`src/rtl/bit_serializer.sv`:
```
`default_nettype none
// ============================================================================
// Module   : bit_serializer
// Purpose  : Parallel-to-serial front end. Shifts a WIDTH-bit word out on x_out,
//            one bit per DIV clocks, back-to-back frames without gaps.
//            Optional macro SER_PARITY_EN appends an even-parity bit per frame.
// Revision : 1.0 - initial release
// ============================================================================
module bit_serializer #(
    parameter int WIDTH     = 8,
    parameter int DIV       = 4,
    parameter int MSB_FIRST = 1
) (
    input  logic             clk,
    input  logic             rst,
    input  logic [WIDTH-1:0] load_data,
    input  logic             load_valid,
    output logic             load_ready,
    output logic             x_out,
    output logic             x_strobe,
    output logic             busy,
    output logic             frame_done
);

`ifdef SER_PARITY_EN
    localparam int C_NBITS = WIDTH + 1;
`else
    localparam int C_NBITS = WIDTH;
`endif
    localparam int C_DCW = (DIV > 1) ? $clog2(DIV) : 1;
    localparam int C_BCW = (C_NBITS > 1) ? $clog2(C_NBITS) : 1;
    localparam logic [C_DCW-1:0] C_DIV_LAST = C_DCW'(DIV - 1);
    localparam logic [C_BCW-1:0] C_BIT_LAST = C_BCW'(C_NBITS - 1);

    typedef enum logic [0:0] {
        ST_IDLE  = 1'b0,
        ST_SHIFT = 1'b1
    } state_t;

    state_t             state_q, state_d;
    logic [WIDTH-1:0]   shreg_q, shreg_d;
    logic [C_DCW-1:0]   div_cnt_q, div_cnt_d;
    logic [C_BCW-1:0]   bit_cnt_q, bit_cnt_d;
    logic               x_out_q, x_out_d;
    logic               x_strobe_q, x_strobe_d;
    logic               busy_q, busy_d;
    logic               frame_done_q, frame_done_d;
`ifdef SER_PARITY_EN
    localparam logic [C_BCW-1:0] C_BIT_DATA_LAST = C_BCW'(WIDTH - 1);
    logic               parity_q, parity_d;
`endif

    logic               w_accept;
    logic               w_first_bit;
    logic               w_next_bit;
    logic [WIDTH-1:0]   w_load_rest;
    logic [WIDTH-1:0]   w_shreg_adv;

    // shreg holds the bits still to be sent, next one at the outgoing end
    generate
        if (MSB_FIRST != 0) begin : g_msb_first
            assign w_first_bit = load_data[WIDTH-1];
            assign w_load_rest = {load_data[WIDTH-2:0], 1'b0};
            assign w_next_bit  = shreg_q[WIDTH-1];
            assign w_shreg_adv = {shreg_q[WIDTH-2:0], 1'b0};
        end else begin : g_lsb_first
            assign w_first_bit = load_data[0];
            assign w_load_rest = {1'b0, load_data[WIDTH-1:1]};
            assign w_next_bit  = shreg_q[0];
            assign w_shreg_adv = {1'b0, shreg_q[WIDTH-1:1]};
        end
    endgenerate

    assign load_ready = (state_q == ST_IDLE) | frame_done_q;
    assign w_accept   = load_valid & load_ready;

    always_comb begin
        state_d    = state_q;
        shreg_d    = shreg_q;
        div_cnt_d  = div_cnt_q;
        bit_cnt_d  = bit_cnt_q;
        x_out_d    = x_out_q;
        x_strobe_d = 1'b0;
        busy_d     = busy_q;
`ifdef SER_PARITY_EN
        parity_d   = parity_q;
`endif
        if (w_accept) begin
            state_d    = ST_SHIFT;
            busy_d     = 1'b1;
            x_out_d    = w_first_bit;
            x_strobe_d = 1'b1;
            div_cnt_d  = '0;
            bit_cnt_d  = '0;
            shreg_d    = w_load_rest;
`ifdef SER_PARITY_EN
            parity_d   = ^load_data;
`endif
        end else if (state_q == ST_SHIFT) begin
            if (div_cnt_q == C_DIV_LAST) begin
                div_cnt_d = '0;
                if (bit_cnt_q == C_BIT_LAST) begin
                    state_d   = ST_IDLE;
                    busy_d    = 1'b0;
                    x_out_d   = 1'b0;
                    bit_cnt_d = '0;
                    shreg_d   = '0;
                end else begin
                    bit_cnt_d  = bit_cnt_q + 1'b1;
                    x_strobe_d = 1'b1;
                    shreg_d    = w_shreg_adv;
`ifdef SER_PARITY_EN
                    x_out_d    = (bit_cnt_q == C_BIT_DATA_LAST) ? parity_q : w_next_bit;
`else
                    x_out_d    = w_next_bit;
`endif
                end
            end else begin
                div_cnt_d = div_cnt_q + 1'b1;
            end
        end
        // Registered pulse: high in the cycle that will hold the last bit's final count
        frame_done_d = (state_d == ST_SHIFT) && (div_cnt_d == C_DIV_LAST) &&
                       (bit_cnt_d == C_BIT_LAST);
    end

    always_ff @(posedge clk) begin
        if (rst) begin
            state_q      <= ST_IDLE;
            shreg_q      <= '0;
            div_cnt_q    <= '0;
            bit_cnt_q    <= '0;
            x_out_q      <= 1'b0;
            x_strobe_q   <= 1'b0;
            busy_q       <= 1'b0;
            frame_done_q <= 1'b0;
`ifdef SER_PARITY_EN
            parity_q     <= 1'b0;
`endif
        end else begin
            state_q      <= state_d;
            shreg_q      <= shreg_d;
            div_cnt_q    <= div_cnt_d;
            bit_cnt_q    <= bit_cnt_d;
            x_out_q      <= x_out_d;
            x_strobe_q   <= x_strobe_d;
            busy_q       <= busy_d;
            frame_done_q <= frame_done_d;
`ifdef SER_PARITY_EN
            parity_q     <= parity_d;
`endif
        end
    end

    assign x_out      = x_out_q;
    assign x_strobe   = x_strobe_q;
    assign busy       = busy_q;
    assign frame_done = frame_done_q;

endmodule
`default_nettype wire

```
`config.mk`:
```
export PLATFORM = sky130hd
export DESIGN_NAME = bit_serializer
export DESIGN_NICKNAME = d
export VERILOG_FILES = /design/src/rtl/bit_serializer.sv
export SDC_FILE = /design/constraint.sdc
export NUM_CORES = 1
export LEC_CHECK = 0
export CAP_MARGIN = 20
export CORE_AREA = 2 2 46 48
export DETAILED_ROUTE_END_ITERATION = 7
export DIE_AREA = 0 0 48 50
export GPL_ROUTABILITY_DRIVEN = 0
export PLACE_DENSITY = 0.7
export SYNTH_ARGS = -nofsm -noshare
export SYNTH_HDL_FRONTEND = slang
export SYNTH_SLANG_ARGS = --single-unit
```
`constraint.sdc`:
```
create_clock -name clk -period 1.5 [get_ports clk]
set_input_delay 0.3 -clock clk [delete_from_list [all_inputs] [get_ports clk]]
set_output_delay 0.3 -clock clk [all_outputs]
set_load 0.02 [all_outputs]
```
==> impl_metrics.yaml, run 1 <==
cts:
  path_clk_slew_ps: 100
  cts_root_buffer: "clkbuf_4"
  post_cts_buffers: 0
  htreeDepth: 1
  clk_latency_ps: 290
  clock-sinks: 17
  tritoncts: "done"
  numCtsBuffers: 3
  cts_hold_buf: 0
  cts_buffer_depth: 2
drt:
  routed_wl_mm: 1.704
  remaining_drc_errors: 0
  dr.first_iter.drc_count: 7
  vias: 708
  wire_per_inst_um: 12.17
  final_antenna_net_count: 0
  viasPerCell: 5.057
  first_pass_iters: 4
finish:
  multi_input_area_um2: 439.2
  layout.cells.non_filler: 140
  area_growth_pct: 36.68
  layout_common_cells: "15 x dfxtp_1, 14 x nand2_1, 13 x buf_4, 10 x a21oi_1, 9 x clkdlybuf4s50_1"
  fin_area_um2: 1091
  fillerInstances: 172
  num_antenna_cells: 0
  layout_commonest_cell: "dfxtp_1"
  nNetsFinal: 128
  drive_gt1_share_pct: 24.78
  seq_area_um2: 342.8
timing:
  tightestPinTransition_ps: 306.1
  slew_headroom_pct: 79.59
  period_needed_ps: 1486
  finalSetupViolations: 0
  max_freq_mhz: 672.9
  finalCritPeriodShare_pct: 99.08
  fin_tns_setup_ps: 0
  skew_ps: 5.801
  drv_slew: 0
  hold_viol: 0
pwr:
  leakage_nw: 0.4579
  power_density_nw_per_um2: 805.3
  power_mw: 0.8786
  irDropWorstVdd_mv: 0.5081
floorplanning:
  die_width_um: 48
  die_y_um: 50
  num_rows: 16
  core-area_um2: 1902
  die_area_um2: 2400
  ioPinCount: 16
  start_util_pct: 41.97
worst_hold_path:
  hold_path_end: "busy"
  whs_path_depth: 2
  min_from: "busy"
  hp-class: "register to register"
setup_path:
  path_max_fanout: 2
  cp.required_ps: 1690
  reg2reg_depth: 5
  crit_arrival_ps: 1680
  start_kind: "register"
  timing.rr.end: "frame_done"
  reg2reg_slack_ps: 10
  endpoint_kind: "register"
  crit_type: "register to register"
  r2r-start: "bit_cnt_q[0]"
placement:
  dpl.hpwl_mm: 1.323
  place_area_um2: 1052
  dp_cells: 136
  numPortBuffers: 15
grt:
  grt.overflow.total: 0
  grt_max_degree: 11
  grt_pass1_wl_mm: 2.691
  grt_pass1_vias: 647
  antenna_found_initial: 0
  grt_usage_pct: 15.72
synth:
  yosys-top-cells-area: "dfxtp_1 43%, a22oi_1 6.6%, nand2_1 6.6%"
  synth-async-reset-ratio_pct: 0
  ys_seq_area_share_pct: 42.63
  synth_warnings: 0
  synthFlopType: "dfxtp_1"
  synth_top_area_share_pct: 42.63
  syn-num-nets: 99
  syn_inst: 85
  synth-edff-count: 0
  synth_area_um2: 798.3
  avgSynthCellArea_um2: 9.391
  ys_types: 30
  yosysTopAreaCell: "dfxtp_1"
  ys_seq_elements: 17
flow_run:
  cap_viol_max_count: 0
run_status:
  status: "completed"
per-stage QoR:
| stage | setup WS, ps | util, % | hold slack, ps |
|---|---|---|---|
| 2_1_floorplan | 156.0 | - | 362.4 |
| 3_3_place_gp | -127.9 | 55.33 | 441.7 |
| 3_5_place_dp | -166.6 | 55.33 | 446.0 |
| 4_1_cts | 32.74 | 56.58 | 458.4 |
| 5_1_grt | -20.92 | 57.37 | 485.8 |
| 6_report | 13.86 | 57.37 | 455.3 |
how the worst max path moves through the flow:
stage | start | end | cells past startpoint
6_report | bit_cnt_q[0] | frame_done | 5
5_1_grt | bit_cnt_q[0] | frame_done | 5
4_1_cts | bit_cnt_q[0] | shreg_q[3] | 5
3_5_place_dp | load_valid | shreg_q[3] | 5
3_3_place_gp | load_valid | frame_done | 5
2_1_floorplan | bit_cnt_q[0] | x_out | 5
flip-flops by register name (all words and copies together) (netlist names):
signal and cells:
shreg_q 7, busy 1, frame_done 1, state_q 1, div_cnt_q 2, x_out 1, x_strobe 1, bit_cnt_q 3
final cells by class:
class	count	area share [%]
Inverter	1	0.3440
Tap cell	27	3.096
Timing Repair Buffer	28	22.36
Sequential cell	17	31.42
Multi-Input combinational cell	63	40.25
Clock buffer	3	2.064
Clock inverter	1	0.4587
worst max-delay path: stages (launching register included):
cell      delay, ps
dfxtp_1         320
ha_1            200
ha_1            280
o221ai_1        300
nor2_1           90
and4_1          200
report_power, final:
| group | internal, mW | switching [mW] | total, mW |
|---|---|---|---|
| Clock | 0.0992 | 0.149 | 0.248 |
| Combinational | 0.0749 | 0.0658 | 0.141 |
| Sequential | 0.474 | 0.0161 | 0.490 |
| Total | 0.648 | 0.230 | 0.879 |
cells in the mapped netlist (2+ instances only):
master	n
a21oi_1	10
and2_4	2
a32oi_1	2
dfxtp_1	17
nand2_1	14
nor2b_1	2
nor2_1	7
a22oi_1	7
ha_1	3
per-layer routing:
metal | share of wire (%) | vias to the layer above | track usage, %
met5 | 0 | - | 0
met4 | 2.7 | 0 | 8.108
met3 | 3.3 | 6 | 3.297
met2 | 47 | 18 | 23.11
met1 | 47 | 321 | 20.90
li1 | - | 363 | -
kinds of logic (layout without fill, tap and decap cells):
logic type	after synthesis	in the layout	synth area share [%]
DFF	17	17	42.63
and+or+nand+nor	34	34	24.30
buffers and inverters	5	33	3.917
AOI/OAI and AO/OA	25	25	23.20
muxes	1	1	1.254
adders and majority gates	3	3	4.703
what timing repair did:
item	in CTS	in global routing
endpoints found under the setup margin	6	9
resized for setup	6	4
pin swaps	0	1
(Power assumes the default switching activity.)
==> inputs of run 2 (changes only) <==
Settings changed: CORE_AREA 2 2 46 48 to 2 2 41 58, DIE_AREA 0 0 48 50 to 0 0 43 60, PLACE_DENSITY 0.7 to 0.65.
==> run 2 against run 1 <==
Against the previous run:
- die area increased by 7.5%
- count of clock-buffer cells in the layout did not move
- routed wire length shrank 5.1%
- largest cell class unchanged
==> impl_metrics.yaml, run 2 (synthesized netlist as in run 1, its figures left out) <==
pwr:
  power_frac_comb_pct: 16.4
  power_frac_clock_pct: 27.9
  power_mw: 0.8763
  internal_power_mw: 0.6488
  power_density_nw_per_um2: 798.6
  swShare_pct: 25.96
  irDropWorstVdd_mv: 0.4902
  p_sw_mw: 0.2275
  leakage_nw: 0.4556
  p_seq_share_pct: 55.7
finish:
  layout_common_cells: "16 x dfxtp_1, 14 x nand2_1, 13 x buf_4, 10 x a21oi_1, 9 x clkdlybuf4s50_1"
  area_growth_pct: 37.46
  largest_reg_flops: 7
  nNetsFinal: 128
  layout_commonest_cell: "dfxtp_1"
  fin_area_um2: 1097
  num_antenna_cells: 0
  drive_gt1_share_pct: 26.55
  layout_top_registers: "shreg_q: 7 flops, bit_cnt_q: 3 flops, div_cnt_q: 2 flops"
  top_register: "shreg_q"
  fillerInstances: 210
timing:
  period_needed_ps: 1400
  slew_headroom_pct: 78.70
  rsz0062_at_grt: "no"
  skew_ps: 6.449
  finalSetupViolations: 0
  hold_ws_ps: 463.8
  tightestPinTransition_ps: 318.9
  finalCritPeriodShare_pct: 93.36
  drv_slew: 0
  hold_viol: 0
  max_freq_mhz: 714.1
  fin_tns_setup_ps: 0
  fin_ws_ps: 99.65
drt:
  viasPerCell: 5.096
  wire_per_inst_um: 11.98
  routed.top_layer: "met4"
  vias: 688
  dr.first_iter.drc_count: 22
  remaining_drc_errors: 0
  wl_met1_um: 757
  wl_met3_um: 48
  final_antenna_net_count: 0
  routed_wl_mm: 1.617
  first_pass_iters: 4
  met2WireLength_um: 793
worst_hold_path:
  hp-class: "register to register"
cts:
  clk_latency_ps: 290
  post_cts_buffers: 0
  cts_hold_buf: 0
  tritoncts: "done"
  clock-sinks: 17
  numCtsBuffers: 3
  htreeDepth: 1
  cts_root_buffer: "clkbuf_4"
  path_clk_slew_ps: 100
  cts_buffer_depth: 2
setup_path:
  crit_type: "register to primary output"
  path_max_fanout: 5
  endpoint_kind: "primary output"
  cp.required_ps: 1200
  crit_arrival_ps: 1100
  start_kind: "register"
floorplanning:
  core-area_um2: 2102
  ioPinCount: 16
  die_area_um2: 2580
  die_y_um: 60
  start_util_pct: 37.98
  die_width_um: 43
  num_rows: 20
grt:
  grt.overflow.total: 0
  grt_pass1_wl_mm: 2.904
  grt_pass1_vias: 674
  grt_usage_pct: 14.99
  antenna_found_initial: 0
  grt_max_degree: 11
placement:
  dpl.hpwl_mm: 1.275
  preCtsSetupSlack_ps: -222.7
  place_area_um2: 1046
  numPortBuffers: 15
run_status:
  status: "completed"
flow_run:
  cap_viol_max_count: 0
==> run 2: power by group through the flow <==
stage | clock network, mW | logic [mW] | registers (mW)
3_3_place_gp | 0 | 0.145 | 0.496
5_1_grt | 0.280 | 0.159 | 0.491
3_5_place_dp | 0 | 0.148 | 0.497
2_1_floorplan | 0 | 0.0717 | 0.499
4_1_cts | 0.254 | 0.144 | 0.486
6_report | 0.244 | 0.144 | 0.488
==> run 2: cell type report <==
| class | count | area (um2) | area share, % |
|---|---|---|---|
| Clock buffer | 3 | 22.52 | 2.052 |
| Clock inverter | 1 | 5.005 | 0.4561 |
| Inverter | 1 | 3.754 | 0.3421 |
| Multi-Input combinational cell | 63 | 451.7 | 41.16 |
| Sequential cell | 17 | 341.6 | 31.13 |
| Tap cell | 22 | 27.53 | 2.509 |
| Timing Repair Buffer | 28 | 245.2 | 22.35 |
==> run 2: per-stage QoR <==
step / instances / utilization (%)
6_report: 135 / 52.20
5_1_grt: 135 / 52.20
3_5_place_dp: 131 / 49.76
4_1_cts: 135 / 50.83
3_3_place_gp: 131 / 49.76
2_1_floorplan: 85 / -
==> run 2: path summary, 6_finish.rpt <==
kind | slack [ps] | depth (start not counted) | startpoint | endpoint
setup / recovery | 100 | 2 | frame_done | frame_done
hold / removal | 460 | 2 | busy | busy
setup reg to reg | 120 | 5 | bit_cnt_q[1] | frame_done
hold reg to reg | 460 | 2 | busy | busy
==> run 2: worst max-delay path, stage by stage, from the launching register on <==
cell	delay (ps)
dfxtp_2	380
buf_4	120
dlygate4sd2_1	320
==> run 2: per-layer routing <==
layer | vias to the layer above | global-route usage (%)
met4 | 0 | 9.091
met1 | 305 | 18.74
li1 | 363 | -
met5 | - | 0
met2 | 18 | 24.46
met3 | 2 | 1.813
==> run 2: timing repair <==
| item | 4_1_cts | 5_1_grt |
|---|---|---|
| endpoints found under the setup margin | 5 | 11 |
| pin swaps | 0 | 2 |
| gates resized for setup | 6 | 7 |
